`src/rtl/hw_ctrl_pkg.sv`:
```
// hw_ctrl_pkg: opcodes, console modes, ALU function codes and sequencer states
// shared by the hardwired controller and its beat generator.
package hw_ctrl_pkg;
  localparam logic [3:0] OP_NOP = 4'h0, OP_ADD = 4'h1, OP_SUB = 4'h2, OP_AND = 4'h3;
  localparam logic [3:0] OP_INC = 4'h4, OP_LD = 4'h5, OP_ST = 4'h6, OP_JC = 4'h7;
  localparam logic [3:0] OP_JZ = 4'h8, OP_JMP = 4'h9, OP_OUT = 4'hA, OP_OR = 4'hB;
  localparam logic [3:0] OP_CMP = 4'hC, OP_MOV = 4'hD, OP_STP = 4'hE;
  localparam logic [3:0] ALU_INC = 4'b0000, ALU_SUB = 4'b0110, ALU_ADD = 4'b1001, ALU_PASS = 4'b1010;
  localparam logic [3:0] ALU_AND = 4'b1011, ALU_OR = 4'b1110, ALU_A = 4'b1111;
  localparam logic [2:0] W1 = 3'b001, W2 = 3'b010, W3 = 3'b100;
  typedef enum logic [2:0] {
    MODE_RUN    = 3'b000,
    MODE_WR_MEM = 3'b001,
    MODE_RD_MEM = 3'b010,
    MODE_RD_REG = 3'b011,
    MODE_WR_REG = 3'b100
  } mode_t;
  typedef enum logic {S_IDLE, S_BEAT} state_t;
  // Unlisted switch patterns fall back to run mode.
  function automatic mode_t decode_mode(input logic [2:0] sw);
    return (sw inside {3'b001, 3'b010, 3'b011, 3'b100}) ? mode_t'(sw) : MODE_RUN;
  endfunction
endpackage

```
`src/rtl/hw_beat_gen.sv`:
```
// hw_beat_gen: IDLE/BEAT sequencer holding beat, st0 phase, register index,
// console mode and the start edge detect.
module hw_beat_gen import hw_ctrl_pkg::*; #(
  parameter int RW = 2
) (
  input  logic          clk,
  input  logic          CLR,
  input  logic          start,
  input  logic [2:0]    sw,
  input  logic [3:0]    ir,
  output state_t        state,
  output logic [2:0]    w,
  output logic          st0,
  output logic [RW-1:0] idx,
  output mode_t         mode
);
  state_t state_q, state_d;
  logic [2:0] w_q, w_d;
  logic st0_q, st0_d, start_q;
  logic [RW-1:0] idx_q, idx_d;
  mode_t mode_q, mode_d;
  always_ff @(posedge clk or negedge CLR)
    if (!CLR) begin
      state_q <= S_IDLE;
      w_q <= '0;
      st0_q <= 1'b0;
      idx_q <= '0;
      mode_q <= MODE_RUN;
      start_q <= 1'b0;
    end else begin
      state_q <= state_d;
      w_q <= w_d;
      st0_q <= st0_d;
      idx_q <= idx_d;
      mode_q <= mode_d;
      start_q <= start;
    end
  always_comb begin
    state_d = state_q;
    w_d = w_q;
    st0_d = st0_q;
    idx_d = idx_q;
    mode_d = mode_q;
    if (state_q == S_IDLE) begin
      if (start && !start_q) begin
        mode_d = decode_mode(sw);
        state_d = S_BEAT;
        w_d = W1;
        if (mode_d != mode_q) begin
          st0_d = 1'b0;
          idx_d = '0;
        end
      end
    end else if (mode_q != MODE_RUN || !st0_q) begin
      // single-beat console / PC-load step, then wait for the next start
      state_d = S_IDLE;
      w_d = '0;
      st0_d = (mode_q inside {MODE_WR_REG, MODE_RD_REG}) ? st0_q : 1'b1;
      idx_d = idx_q + ((mode_q == MODE_WR_REG) ? RW'(1) : (mode_q == MODE_RD_REG) ? RW'(2) : RW'(0));
    end else if (w_q == W2 && ir == OP_STP) begin
      state_d = S_IDLE;
      w_d = '0;
    end else begin
      w_d = (w_q == W1) ? W2 : (w_q == W2 && ir inside {OP_LD, OP_ST}) ? W3 : W1;
    end
  end
  assign state = state_q;
  assign w = w_q;
  assign st0 = st0_q;
  assign idx = idx_q;
  assign mode = mode_q;
endmodule

```
`src/rtl/hw_ctrl_seq.sv`:
```
// hw_ctrl_seq: self-sequencing hardwired controller for the 8-bit teaching CPU;
// decodes beat, phase, mode and opcode into datapath strobes.
module hw_ctrl_seq import hw_ctrl_pkg::*; #(
  parameter int REGS    = 4,
  parameter bit EXT_ISA = 1'b1
) (
  input  logic                       clk,
  input  logic                       CLR,
  input  logic                       start,
  input  logic [2:0]                 sw,
  input  logic [3:0]                 ir,
  input  logic                       c,
  input  logic                       z,
  output logic [2:0]                 w,
  output logic                       st0,
  output logic                       stop,
  output logic [2*$clog2(REGS)-1:0]  sel,
  output logic [3:0]                 s,
  output logic                       selctl,
  output logic                       drw,
  output logic                       lpc,
  output logic                       pcinc,
  output logic                       pcadd,
  output logic                       lar,
  output logic                       arinc,
  output logic                       lir,
  output logic                       ldz,
  output logic                       ldc,
  output logic                       cin,
  output logic                       m,
  output logic                       memw,
  output logic                       abus,
  output logic                       sbus,
  output logic                       mbus,
  output logic                       outen
);
  localparam int RW = $clog2(REGS);
  state_t state;
  mode_t mode;
  logic [RW-1:0] idx;
  logic [3:0] op;
  hw_beat_gen #(.RW(RW)) u_beat (
    .clk(clk), .CLR(CLR), .start(start), .sw(sw), .ir(ir),
    .state(state), .w(w), .st0(st0), .idx(idx), .mode(mode)
  );
  assign op = (!EXT_ISA && ir inside {OP_OUT, OP_OR, OP_CMP, OP_MOV}) ? OP_NOP : ir;
  always_comb begin
    stop = (state == S_IDLE);
    sel = '0;
    s = '0;
    {selctl, drw, lpc, pcinc, pcadd, lar, arinc, lir, ldz, ldc, cin, m, memw, abus, sbus, mbus, outen} = '0;
    if (state == S_BEAT) begin
      if (mode != MODE_RUN) begin
        selctl = 1'b1;
        sel = (mode == MODE_WR_REG) ? {idx, idx} : (mode == MODE_RD_REG) ? {idx + RW'(1), idx} : '0;
        drw = (mode == MODE_WR_REG);
        sbus = mode == MODE_WR_REG || mode == MODE_WR_MEM || (mode == MODE_RD_MEM && !st0);
        lar = (mode inside {MODE_WR_MEM, MODE_RD_MEM}) && !st0;
        arinc = (mode inside {MODE_WR_MEM, MODE_RD_MEM}) && st0;
        memw = (mode == MODE_WR_MEM) && st0;
        mbus = (mode == MODE_RD_MEM) && st0;
      end else if (!st0) begin
        sbus = 1'b1;
        lpc = 1'b1;
      end else if (w == W1) begin
        lir = 1'b1;
        pcinc = 1'b1;
      end else begin
        case (op)
          OP_ADD: begin s = ALU_ADD; cin = 1'b1; abus = 1'b1; drw = 1'b1; ldz = 1'b1; ldc = 1'b1; end
          OP_SUB: begin s = ALU_SUB; abus = 1'b1; drw = 1'b1; ldz = 1'b1; ldc = 1'b1; end
          OP_AND: begin s = ALU_AND; m = 1'b1; abus = 1'b1; drw = 1'b1; ldz = 1'b1; end
          OP_INC: begin s = ALU_INC; abus = 1'b1; drw = 1'b1; ldz = 1'b1; ldc = 1'b1; end
          OP_LD:  if (w == W2) begin s = ALU_PASS; m = 1'b1; abus = 1'b1; lar = 1'b1; end
                  else begin mbus = 1'b1; drw = 1'b1; end
          OP_ST:  if (w == W2) begin s = ALU_A; m = 1'b1; abus = 1'b1; lar = 1'b1; end
                  else begin s = ALU_PASS; m = 1'b1; abus = 1'b1; memw = 1'b1; end
          OP_JC:  pcadd = c;
          OP_JZ:  pcadd = z;
          OP_JMP: begin s = ALU_A; m = 1'b1; abus = 1'b1; lpc = 1'b1; end
          OP_OUT: begin s = ALU_PASS; m = 1'b1; abus = 1'b1; outen = 1'b1; end
          OP_OR:  begin s = ALU_OR; m = 1'b1; abus = 1'b1; drw = 1'b1; ldz = 1'b1; end
          OP_CMP: begin s = ALU_SUB; abus = 1'b1; ldz = 1'b1; ldc = 1'b1; end
          OP_MOV: begin s = ALU_PASS; m = 1'b1; abus = 1'b1; drw = 1'b1; end
          OP_STP: stop = 1'b1;
          default: ;
        endcase
      end
    end
  end
endmodule

```
`config.mk`:
```
export PLATFORM = sky130hd
export DESIGN_NAME = hw_ctrl_seq
export DESIGN_NICKNAME = d
export VERILOG_FILES = /design/src/rtl/hw_ctrl_pkg.sv /design/src/rtl/hw_beat_gen.sv /design/src/rtl/hw_ctrl_seq.sv
export SDC_FILE = /design/constraint.sdc
export NUM_CORES = 1
export LEC_CHECK = 0
export CAP_MARGIN = 20
export CORE_UTILIZATION = 30
export CTS_BUF_LIST = sky130_fd_sc_hd__clkbuf_8 sky130_fd_sc_hd__clkbuf_16
export CTS_CLUSTER_DIAMETER = 200
export DETAILED_ROUTE_END_ITERATION = 7
export SLEW_MARGIN = 25
export SYNTH_ARGS = -nofsm -noshare
export SYNTH_HDL_FRONTEND = slang
export SYNTH_SLANG_ARGS = --single-unit
```
`constraint.sdc`:
```
create_clock -name clk -period 2.8 [get_ports clk]
set_input_delay 0.28 -clock clk [delete_from_list [all_inputs] [get_ports clk]]
set_output_delay 0.28 -clock clk [all_outputs]
set_load 0.02 [all_outputs]
```
==> results.tsv <==
stage	metric	value	unit
run_status	status	finished clean	
yosys	share of Yosys cell area claimed by the top area cell type	22.9	%
yosys	yosys warns	0	
final_layout	most frequent cells in the layout	clkdlybuf4s50_1, nor2_1, nand2_1, buf_4, nand2b_1	
yosys	Async SR Flop Fraction	100	%
drt	via count	1424	
final_layout	most common cell after layout, fill and taps aside	clkdlybuf4s50_1	
clock_network	H-tree depth	1	
sta	setup tns final	0	ns
pwr	Sw Share	43.7	%
place	pre-CTS worst setup slack	0.187	ns
floorplanning	Die Ht	65.3	µm
final_layout	Layout Cells excl Fill	265	
drt	DRC viols	0	
sta	Tcrit/Tclk final	95.3	%
place	Inst Count DP	261	
setup_path	WP data arrival	2.39	ns
sta	Fin Clk Skew	0.000495	ns
sta	setup ws final	0.131	ns
clock_network	root buf cell	clkbuf_8	
floorplanning	Core Area	3740	µm²
pwr	Total Power	1.08	mW
sta	highest clock rate	375	MHz
pwr	PwrDens	612	nW/µm²
final_layout	post-layout util	47.2	%
pwr	Int Pwr	0.608	mW
pwr	Clk network pwr share	13.9	%
pwr	net switching power	0.472	mW
clock_network	TritonCTS Buffers	3	
worst_hold_path	HP Class	input pin to async pin	
drt	Detail Route Antenna Nets	0	
final_layout	ANT cells	0	
floorplanning	# rows	22	
clock_network	Clock Sinks	11	
drt	drt wl/cell	13.1	µm
final_layout	Layout Nets	231	
clock_network	Worst-path clk slew	0.05	ns
drt	final WL	3480	µm
clock_network	Clk Latency, worst-skew pair	0.23	ns
final_layout	Area growth syn-to-layout	46.9	%
yosys	post-synthesis cell type count	49	
grt	first-pass GRT wire length	5840	µm
place	hpwl dp	2700	µm
sta	Slew headroom	65.3	%
yosys	Synth Flop Type	dfrtp_1	
yosys	syn_area_per_cell	6.91	µm²
flow_run	Max-cap violations	0	
grt	initial antenna violation count	0	
drt	vias per cell	5.37	
setup_path	Crit path required time	2.52	ns
yosys	sequential area share after synthesis	22.9	%
sta	Final Hold Vio Count	0	
pwr	Flop pwr share	24.4	%
drt	initial drt markers	73	
grt	GRT overflow	0	
yosys	Seq cells post-synth	11	
sta	crit path time final	2.67	ns
floorplanning	io pins	42	
yosys	Mapped Area	1200	µm²
yosys	synth top area cells	dfrtp_1, nor2_1, nand2b_1	
yosys	Mapped Nets	187	
place	Port Buffers	41	
pwr	VDD IR max	0.353	mV
grt	GRT Overall Usage	17.2	%
drt	drt first pass iters	4	
sta	RSZ-0062 raised after global routing	no	
floorplanning	initial core utilization	32.1	%
yosys	Synth area leader	dfrtp_1	
floorplanning	Die Footprint	4270	µm²
pwr	P_leak	0.766	nW
grt	largest net degree at the start of global routing	17	
place	routability cong.	0.805	
yosys	Post-synth EDFFs	0	
floorplanning	chip width	65.3	µm
clock_network	CTS tree	built	
grt	vias in the first global route	1285	
yosys	Post-Syn Instances	174	
setup_path	Setup crit end kind	output port	
pwr	combinational group share of total power	61.8	%
clock_network	postcts setup bufs	0	
setup_path	worst-path fanout max	6	
setup_path	critical path class	flip-flop to output port	
sta	hold_ws	0.393	ns
final_layout	share of layout cells above drive strength 1	11.5	%
final_layout	Design Area, Final	1770	µm²
place	placed cell area	1710	µm²
sta	worst slew pin tran	0.519	ns
setup_path	CP startpoint kind	flip-flop	
sta	number of setup violations in the final report	0	
clock_network	clk buf depth	2	
sta	max-slew violation count	0	
[power groups by stage]
| stage | combinational (mW) | sequential (mW) | clock, mW |
|---|---|---|---|
| finish | 0.667 | 0.263 | 0.150 |
| global route | 0.724 | 0.272 | 0.167 |
| CTS | 0.664 | 0.263 | 0.154 |
| detailed placement | 0.659 | 0.266 | 0 |
| global placement | 0.659 | 0.264 | 0 |
| floorplan | 0.418 | 0.256 | 0 |
[flip-flops by register name, summed over array words and instances, names as in the netlist]
name,count
u_beat.idx,2
u_beat.mode,3
u_beat.st0,1
u_beat.start_q,1
u_beat.state,1
u_beat.w,3
[kinds of logic after synthesis]
family,Yosys count,share of synthesized area (%)
mux,2,1.77
flops,11,22.9
xor+xnor,4,2.91
buf+inv,20,6.97
simple gates,86,36.2
fa+ha+maj,1,1.04
compound gates,50,28.2
[metal layers]
metal / routed length (µm) / vias up / part of all wire (%) / GRT usage (%)
li1: - / 713 / - / -
met1: 1680 / 665 / 48 / 24.0
met2: 1590 / 44 / 46 / 28.0
met3: 197 / 2 / 5.7 / 2.43
met4: 20 / 0 / 0.57 / 3.53
met5: 0 / - / 0 / 0
[critical path, stage by stage (launching register included)]
cell and delay (ns):
dfrtp_1 0.42, or3b_2 0.56, a211oi_1 0.31, nand3b_1 0.12, a21oi_1 0.14, clkdlybuf4s50_1 0.61
[synth_stat cells (2+ instances only)]
| library cell | instances |
|---|---|
| buf_2 | 3 |
| a21o_1 | 3 |
| nand2_1 | 18 |
| nor2_1 | 25 |
| and3_1 | 4 |
| o31ai_1 | 3 |
| nor2b_1 | 3 |
| o22a_1 | 2 |
| dfrtp_1 | 11 |
| nor4_1 | 2 |
| nor3_1 | 11 |
| clkbuf_1 | 10 |
| a21oi_1 | 10 |
| a31oi_1 | 4 |
| a211oi_1 | 5 |
| o21a_1 | 2 |
| xnor2_1 | 3 |
| o21ai_0 | 10 |
| inv_1 | 4 |
| nand2b_1 | 12 |
[final timing paths]
path | from | endpoint | slack, ns | cells past startpoint
worst max register to register | u_beat.mode[1] | u_beat.idx[1] | 0.47 | 8
worst min-delay path | CLR | u_beat.start_q | 0.39 | 1
max in group asynchronous | CLR | u_beat.w[0] | 2.06 | 1
worst max-delay path | u_beat.w[2] | lar | 0.13 | 5
worst min register to register | u_beat.w[1] | u_beat.w[1] | 0.57 | 1
min in group clk | start | u_beat.start_q | 0.51 | 1
[repair_timing]
| action | 4_1_cts | 5_1_grt |
|---|---|---|
| setup endpoints to repair | 0 | 5 |
| hold buffers | 0 | 0 |
| gates resized for setup | 0 | 5 |
[area by class of cell]
| class | instances | area (µm²) |
|---|---|---|
| clock inverter | 1 | 3.75 |
| timing repair buffer | 55 | 526 |
| multi-input combinational | 143 | 846 |
| clock buffer | 3 | 41.3 |
| fill | 389 | 1980 |
| sequential | 11 | 275 |
| tap | 48 | 60.1 |
| inverter | 4 | 15.0 |
No activity file was read; power rests on OpenSTA's default activity.
